$ cat src/rtl/mem_port_arbiter.sv
// mem_port_arbiter: shares one synchronous-read memory port between instruction fetch (F) and load/store (D).
// Build option: define ARB_STATS_EN to get free-running F/D grant counters.
module mem_port_arbiter #(
    parameter int unsigned ADDR_W           = 32,
    parameter int unsigned DATA_W           = 32,
    parameter int unsigned FETCH_STARVE_MAX = 4
) (
    input  logic                  clk,
    input  logic                  rst,
    input  logic                  halt,
    input  logic                  f_req,
    input  logic [ADDR_W-1:0]     f_addr,
    output logic                  f_ack,
    output logic [DATA_W-1:0]     f_rdata,
    input  logic                  d_req,
    input  logic                  d_we,
    input  logic [ADDR_W-1:0]     d_addr,
    input  logic [DATA_W-1:0]     d_wdata,
    input  logic [DATA_W/8-1:0]   d_wmask,
    output logic                  d_ack,
    output logic [DATA_W-1:0]     d_rdata,
    output logic                  mem_en,
    output logic                  mem_we,
    output logic [ADDR_W-1:0]     mem_addr,
    output logic [DATA_W-1:0]     mem_wdata,
    output logic [DATA_W/8-1:0]   mem_wmask,
    input  logic [DATA_W-1:0]     mem_rdata,
    output logic                  quiesced,
    output logic [31:0]           f_grant_cnt,
    output logic [31:0]           d_grant_cnt
);

    typedef enum logic [1:0] {IDLE = 2'd0, ISSUE = 2'd1, RESP = 2'd2} state_t;

    localparam int unsigned         STARVE_W   = 4;
    localparam logic [STARVE_W-1:0] STARVE_MAX = STARVE_W'(FETCH_STARVE_MAX);

    state_t              state;
    logic                owner_d;
    logic                owner_we;
    logic [STARVE_W-1:0] starve_cnt;
    logic [STARVE_W-1:0] starve_nxt;
    logic                arb_slot;
    logic                f_elig;
    logic                f_cand;
    logic                d_cand;
    logic                grant_f;
    logic                grant_d;

    // Arbitration: the access just acked cannot win again on its own ack edge.
    always_comb begin
        arb_slot   = (state == IDLE) || (state == RESP);
        f_elig     = f_req && !halt;
        f_cand     = arb_slot && f_elig && !((state == RESP) && !owner_d);
        d_cand     = arb_slot && d_req && !((state == RESP) && owner_d);
        grant_f    = f_cand && (!d_cand || (starve_cnt == STARVE_MAX));
        grant_d    = d_cand && !grant_f;
        starve_nxt = starve_cnt;
        if (!f_elig || grant_f) begin
            starve_nxt = '0;
        end else if (grant_d && (starve_cnt != STARVE_MAX)) begin
            starve_nxt = starve_cnt + STARVE_W'(1);
        end
    end

    always_ff @(posedge clk or negedge rst) begin
        if (!rst) begin
            state      <= IDLE;
            owner_d    <= 1'b0;
            owner_we   <= 1'b0;
            starve_cnt <= '0;
            mem_en     <= 1'b0;
            mem_we     <= 1'b0;
            mem_addr   <= '0;
            mem_wdata  <= '0;
            mem_wmask  <= '0;
            f_ack      <= 1'b0;
            d_ack      <= 1'b0;
        end else begin
            starve_cnt <= starve_nxt;
            mem_en     <= 1'b0;
            mem_we     <= 1'b0;
            f_ack      <= 1'b0;
            d_ack      <= 1'b0;
            case (state)
                IDLE, RESP: begin
                    state <= IDLE;
                    if (grant_f) begin
                        state     <= ISSUE;
                        owner_d   <= 1'b0;
                        owner_we  <= 1'b0;
                        mem_en    <= 1'b1;
                        mem_addr  <= f_addr;
                        mem_wdata <= '0;
                        mem_wmask <= '0;
                    end else if (grant_d) begin
                        state     <= ISSUE;
                        owner_d   <= 1'b1;
                        owner_we  <= d_we;
                        mem_en    <= 1'b1;
                        mem_we    <= d_we;
                        mem_addr  <= d_addr;
                        mem_wdata <= d_wdata;
                        mem_wmask <= d_wmask;
                    end
                end
                ISSUE: begin
                    state <= RESP;
                    f_ack <= !owner_d;
                    d_ack <= owner_d;
                end
                default: state <= IDLE;
            endcase
        end
    end

    // Read data arrives the cycle after the strobe, i.e. exactly in the ack cycle.
    assign f_rdata  = f_ack ? mem_rdata : '0;
    assign d_rdata  = (d_ack && !owner_we) ? mem_rdata : '0;
    assign quiesced = halt && (state == IDLE);

`ifdef ARB_STATS_EN
    always_ff @(posedge clk or negedge rst) begin
        if (!rst) begin
            f_grant_cnt <= '0;
            d_grant_cnt <= '0;
        end else begin
            if (grant_f) f_grant_cnt <= f_grant_cnt + 32'd1;
            if (grant_d) d_grant_cnt <= d_grant_cnt + 32'd1;
        end
    end
`else
    assign f_grant_cnt = '0;
    assign d_grant_cnt = '0;
`endif

endmodule

$ cat config.mk
export PLATFORM = sky130hd
export DESIGN_NAME = mem_port_arbiter
export DESIGN_NICKNAME = d
export VERILOG_FILES = /design/src/rtl/mem_port_arbiter.sv
export SDC_FILE = /design/constraint.sdc
export NUM_CORES = 1
export LEC_CHECK = 0
export CAP_MARGIN = 20
export CORE_AREA = 2 2 131 133
export DETAILED_ROUTE_END_ITERATION = 12
export DIE_AREA = 0 0 133 135
export PLACE_DENSITY = 0.71
export SKIP_LAST_GASP = 1
export SYNTH_ARGS = -nofsm -noshare
export SYNTH_HDL_FRONTEND = slang
export SYNTH_SLANG_ARGS = --single-unit
export TNS_END_PERCENT = 10
$ cat constraint.sdc
create_clock -name clk -period 2.5 [get_ports clk]
set_clock_uncertainty 0.1 [all_clocks]
set_input_delay 0.375 -clock clk [delete_from_list [all_inputs] [get_ports clk]]
set_output_delay 0.375 -clock clk [all_outputs]
set_load 0.02 [all_outputs]
==> metrics.cfg, run 1 <==
[placed_design]
routabilityCongestion = 0.785
port_buffers = 274
dp_hpwl_mm = 11.2

[drt]
wirelength_mm = 14.3
drc = 0
vias_per_cell = 4.29
postRouteAntennaNets = 0
initialDrtViolationCount = 118
wl_per_cell_um = 16.3
vias = 3750
firstDrtPassIters = 7

[clocking]
root_buffer = clkbuf_16
clock-sinks = 80
cts.clk_slew.worst_paths_ns = 0.06
insertion_delay_ns = 0.34
clock_path_buffers = 2
cts_htree_levels = 3
cts_tree = built
cts_buffers = 9

[hold_path]
hp-class = flip-flop to flip-flop

[final_layout]
final_common_cell = clkdlybuf4s50_1
final_cell_mix = clkdlybuf4s50_1, dfrtp_1, and2_1
syn2layout_area_growth_pct = 74.3
fin_nets = 789
layout-drive-gt1-share_pct = 10.4
diodes = 0

[critical_path]
crit_family = buffers and inverters
crit_path_top_delay_cell = clkdlybuf4s50_1
cp-end-kind = primary output
path_cells = nor2b_2, buf_6, and2_1, clkdlybuf4s50_1
cp-start-kind = flip-flop
cp.required_ns = 2.03
crit_type = flip-flop to primary output
arrival_ns = 1.87
slowest_delay_ns = 0.61
cp_max_fo = 32
path_buf_inv = 2

[timing]
hold_violations = 0
max_freq_mhz = 426
setup_viol = 0
rsz0062_at_grt = no
worstMarginPinSlew_ns = 0.639
fin_crit_sh_pct = 94.0
whs_ns = 0.405
fin_tns_setup_ns = 0
finalMaxSlewViolations = 0
maxSlewHeadroom_pct = 57.4
final.min_clock_period_ns = 2.35

[floorplan]
io_pins = 339
core_area_um2 = 16400
fp-row-count = 47
die_width_um = 133
die_area_um2 = 18000
start_util_pct = 25.7
die_h_um = 135

[global_routing]
grt_pass1_wl_mm = 21.1
grt_pass1_vias = 3570
overflow = 0
grt_max_degree = 50
track_usage_pct = 15.3
antenna_found_initial = 0

[logic_synthesis]
synth_warnings = 0
synth_cell_types = 31
ys_seq_elements = 80
ys_seq_area_share_pct = 47.5
synth_top_area_share_pct = 47.5
synth_area_leaders = dfrtp_1, buf_4, and2_1
syn_inst = 380
synth_area_um2 = 4220
ys.flop_type = dfrtp_1
synthArstFlopShare_pct = 100
syn_avg_cell_area_um2 = 11.1
synth_edf_count = 0
synth.largest_area_cell = dfrtp_1

[power]
ir_worst_vdd_mv = 0.579
pwr_density_cell_nw_per_um2 = 1100
p_leak_uw = 0.00303

[job]
drv_cap = 0

[status]
run_status = completed

flip-flops by register name (all words and copies together) (netlist names):
name / count
mem_we: 1
d_ack: 1
state: 2
mem_wmask: 4
owner_d: 1
owner_we: 1
f_ack: 1
mem_wdata: 32
mem_addr: 32
mem_en: 1
starve_cnt: 4
routing by layer:
layer  global-route usage [%]  up-vias  routed length [µm]
li1                         -     1760                   -
met1                     19.2     1769                5690
met2                     26.3      200                7370
met3                     3.38       21                1000
met4                     4.78        0                 225
met5                        0        -                   0
cell usage after synthesis (all sizes together), types with 2 or more instances:
| master | count |
|---|---|
| inv | 4 |
| nand2 | 3 |
| clkbuf | 15 |
| and2 | 67 |
| o221a | 32 |
| dfrtp | 80 |
| nor2b | 7 |
| ha | 2 |
| nand2b | 3 |
| a22o | 37 |
| a21oi | 4 |
| or3 | 33 |
| nand3 | 2 |
| buf | 77 |
| nand3b | 3 |
stage by stage:
stage	worst slack [ns]	total power [µW]	std cells	util (%)	area, µm²
2_1_floorplan	0.629	4550	443	-	4450
3_3_place_gp	0.113	6550	857	42.6	6980
3_5_place_dp	0.0745	6590	857	42.6	6980
4_1_cts	0.0313	8210	874	44.8	7350
5_1_grt	0.0195	8530	874	44.8	7350
6_report	0.150	8120	874	44.8	7350
area by class of cell:
class,count,area (µm²)
flip-flops and latches,80,2000
inverters,4,15.0
repair buffers,287,2910
clock inverters,6,115
multi-input cells,267,1800
well taps,220,275
fillers,1527,9060
clock buffers,10,239
repair_timing:
action / CTS / global route
setup endpoints to repair: 0 / 19
buffers inserted: 0 / 0
gates resized for setup: 0 / 1
endpoints found under the hold margin: 48 / 0
hold buffers: 1 / 0
report_power, final:
group / internal, µW / switching [µW] / total, µW
Clock: 1010 / 551 / 1560
Combinational: 2220 / 2100 / 4330
Sequential: 1880 / 352 / 2230
Total: 5110 / 3010 / 8120
worst paths after layout:
path	startpoint	endpoint	slack (ns)	cells after the start
max	d_ack	d_rdata[18]	0.15	4
min	mem_wdata[4]	mem_wdata[4]	0.41	1
max reg2reg	starve_cnt[0]	mem_addr[31]	0.54	7
min reg2reg	mem_wdata[4]	mem_wdata[4]	0.41	1
max in group asynchronous	rst	mem_wdata[29]	1.17	3
min in group asynchronous	rst	mem_addr[23]	0.51	2
cell families after synthesis:
logic type | Yosys count | share of synthesized area (%)
AO/OA/AOI/OAI | 78 | 17.7
AND/OR/NAND/NOR | 122 | 18.2
buffers and inverters | 96 | 15.6
multiplexers | 1 | 0.267
adder cells (fa/ha/maj) | 2 | 0.593
other | 1 | 0.0889
flip-flops | 80 | 47.5
Note: power is estimated with default switching activity, not from simulation.
==> run 2: changes to the inputs <==
==> constraint.sdc (replaced) <==
create_clock -name clk -period 2.45 [get_ports clk]
set_clock_uncertainty 0.1 [all_clocks]
set_input_delay 0.3675 -clock clk [delete_from_list [all_inputs] [get_ports clk]]
set_output_delay 0.3675 -clock clk [all_outputs]
set_load 0.02 [all_outputs]
==> metrics.cfg, run 2 (same netlist as run 1, synthesis figures left out) <==
[clocking]
post_cts_buffers = 0  ; unchanged
cts_htree_levels = 3  ; unchanged
cts_tree = built
clock_path_buffers = 2  ; unchanged
root_buffer = clkbuf_16
insertion_delay_ns = 0.34  ; about the same
cts_buffers = 9  ; unchanged
clock-sinks = 80  ; unchanged
cts.clk_slew.worst_paths_ns = 0.06  ; about the same

[drt]
postRouteAntennaNets = 0  ; unchanged
vias = 3746  ; -0.11%
wl_per_cell_um = 16.3  ; -0.37%
wirelength_mm = 14.2  ; -0.37%
drc = 0  ; unchanged
vias_per_cell = 4.29  ; -0.11%
initialDrtViolationCount = 127  ; +7.6%
firstDrtPassIters = 4  ; -3

[global_routing]
antenna_found_initial = 0  ; unchanged
track_usage_pct = 15.3  ; about the same
grt_pass1_wl_mm = 21.1  ; -0.17%
overflow = 0  ; unchanged
grt_pass1_vias = 3635  ; +1.8%
grt_max_degree = 39  ; -22%

[critical_path]
ff2ff_setup_slack_ns = 0.49  ; -0.05 ns
r2r_end = mem_addr[20]
cp-start-kind = flip-flop
cp_max_fo = 32  ; unchanged
arrival_ns = 1.86  ; about the same
r2r_cells = 7  ; unchanged
crit_type = flip-flop to primary output
slowest_delay_ns = 0.60  ; about the same
path_cells = nor2b_2, buf_8, and2_1, clkdlybuf4s50_1
cp.required_ns = 1.98  ; -0.05 ns
r2r_start = starve_cnt[0]
crit_path_top_delay_cell = clkdlybuf4s50_1
cp-end-kind = primary output

[placed_design]
routabilityCongestion = 0.799  ; +1.7%
dp_hpwl_mm = 11.1  ; -0.64%
port_buffers = 274  ; unchanged
place_ws_ns = 0.0501  ; -0.0244 ns

[timing]
fin_tns_setup_ns = 0  ; unchanged
setup_ws_ns = 0.125  ; -0.0254 ns
fin_crit_sh_pct = 94.9
setup_viol = 0  ; unchanged
finalMaxSlewViolations = 0  ; unchanged
final.min_clock_period_ns = 2.32
max_freq_mhz = 430
rsz0062_at_grt = no
hold_violations = 0  ; unchanged

[hold_path]
hp-class = flip-flop to flip-flop
min_path_cells = 1  ; unchanged
hold_end = mem_wdata[13]
hp-start = mem_wdata[13]

[floorplan]
start_util_pct = 25.7  ; unchanged
die_area_um2 = 18000  ; unchanged
fp-row-count = 47  ; unchanged
core_area_um2 = 16400  ; unchanged
io_pins = 339  ; unchanged
die_h_um = 135  ; unchanged
die_width_um = 133  ; unchanged

[final_layout]
reg_top3 = mem_addr (32), mem_wdata (32)
layout-drive-gt1-share_pct = 10.4  ; unchanged
syn2layout_area_growth_pct = 72.4
final_cell_mix = clkdlybuf4s50_1, dfrtp_1, and2_1
final_common_cell = clkdlybuf4s50_1
fin_nets = 790  ; +0.13%
diodes = 0  ; unchanged

[power]
pwr_density_cell_nw_per_um2 = 1090  ; -0.91%
ir_worst_vdd_mv = 0.544  ; -6.0%
p_leak_uw = 0.00301  ; -0.66%

[job]
drv_cap = 0  ; unchanged

[status]
run_status = completed

==> run 2: cell count changes in the layout (fill, tap and decap cells not counted), sizes merged <==
cell	change
inv	-1
bufinv	-3
buf	+1
dlymetal6s2s	+1
clkdlybuf4s50	-1
clkinvlp	+1
clkinv	+2
==> run 2: per-stage QoR <==
step	area (µm²)	utilization, %	std cells	total power [µW]	hold WS (ns)
floorplan	4450	-	443	4640	-0.0281
global placement	6980	42.5	858	6690	0.258
detailed placement	6980	42.5	858	6710	0.261
CTS	7260	44.2	874	8030	0.410
global route	7270	44.3	874	8370	0.417
finish	7270	44.3	874	7950	0.405
==> run 2: worst max-delay path by stage <==
| stage | startpoint | to | slack [ns] | cells after the start |
|---|---|---|---|---|
| 4_1_cts | owner_we | d_rdata[18] | 0.02 | 4 |
| 5_1_grt | owner_we | d_rdata[9] | 0.03 | 4 |
| 6_report | owner_we | d_rdata[11] | 0.13 | 4 |
| 3_5_place_dp | halt | mem_addr[20] | 0.05 | 6 |
| 2_1_floorplan | starve_cnt[0] | mem_addr[18] | 0.58 | 8 |
| 3_3_place_gp | f_req | mem_addr[17] | 0.08 | 6 |
==> run 2: layer usage <==
metal,vias up,global-route usage (%),share of wire [%]
met5,-,0,0
met4,0,4.78,1.3
met3,16,3.90,6.4
met2,191,26.6,51
met1,1779,18.7,41
li1,1760,-,-
==> run 2: power by group <==
group | switching (µW) | total [µW] | internal (µW)
Clock | 562 | 1270 | 707
Combinational | 2140 | 4410 | 2270
Sequential | 355 | 2270 | 1920
==> run 2: area by class of cell <==
| cell class | count | area [µm²] |
|---|---|---|
| clock inverters | 5 | 33.8 |
| well taps | 220 | 275 |
| clock buffers | 10 | 239 |
| flip-flops and latches | 80 | 2000 |
| inverters | 4 | 15.0 |
| multi-input cells | 267 | 1800 |
| fillers | 1534 | 9140 |
| repair buffers | 288 | 2910 |
==> run 2: timing repair <==
item	4_1_cts	5_1_grt
hold endpoints to repair	34	0
hold buffers	1	0
endpoints found under the setup margin	0	32
gates resized for setup	0	3
==> run 2: critical path, delay by kind of cell, from the launching register on <==
family	cells	cell delay, ns
buffers and inverters	2	0.79
DFF	1	0.40
and+or+nand+nor	2	0.30
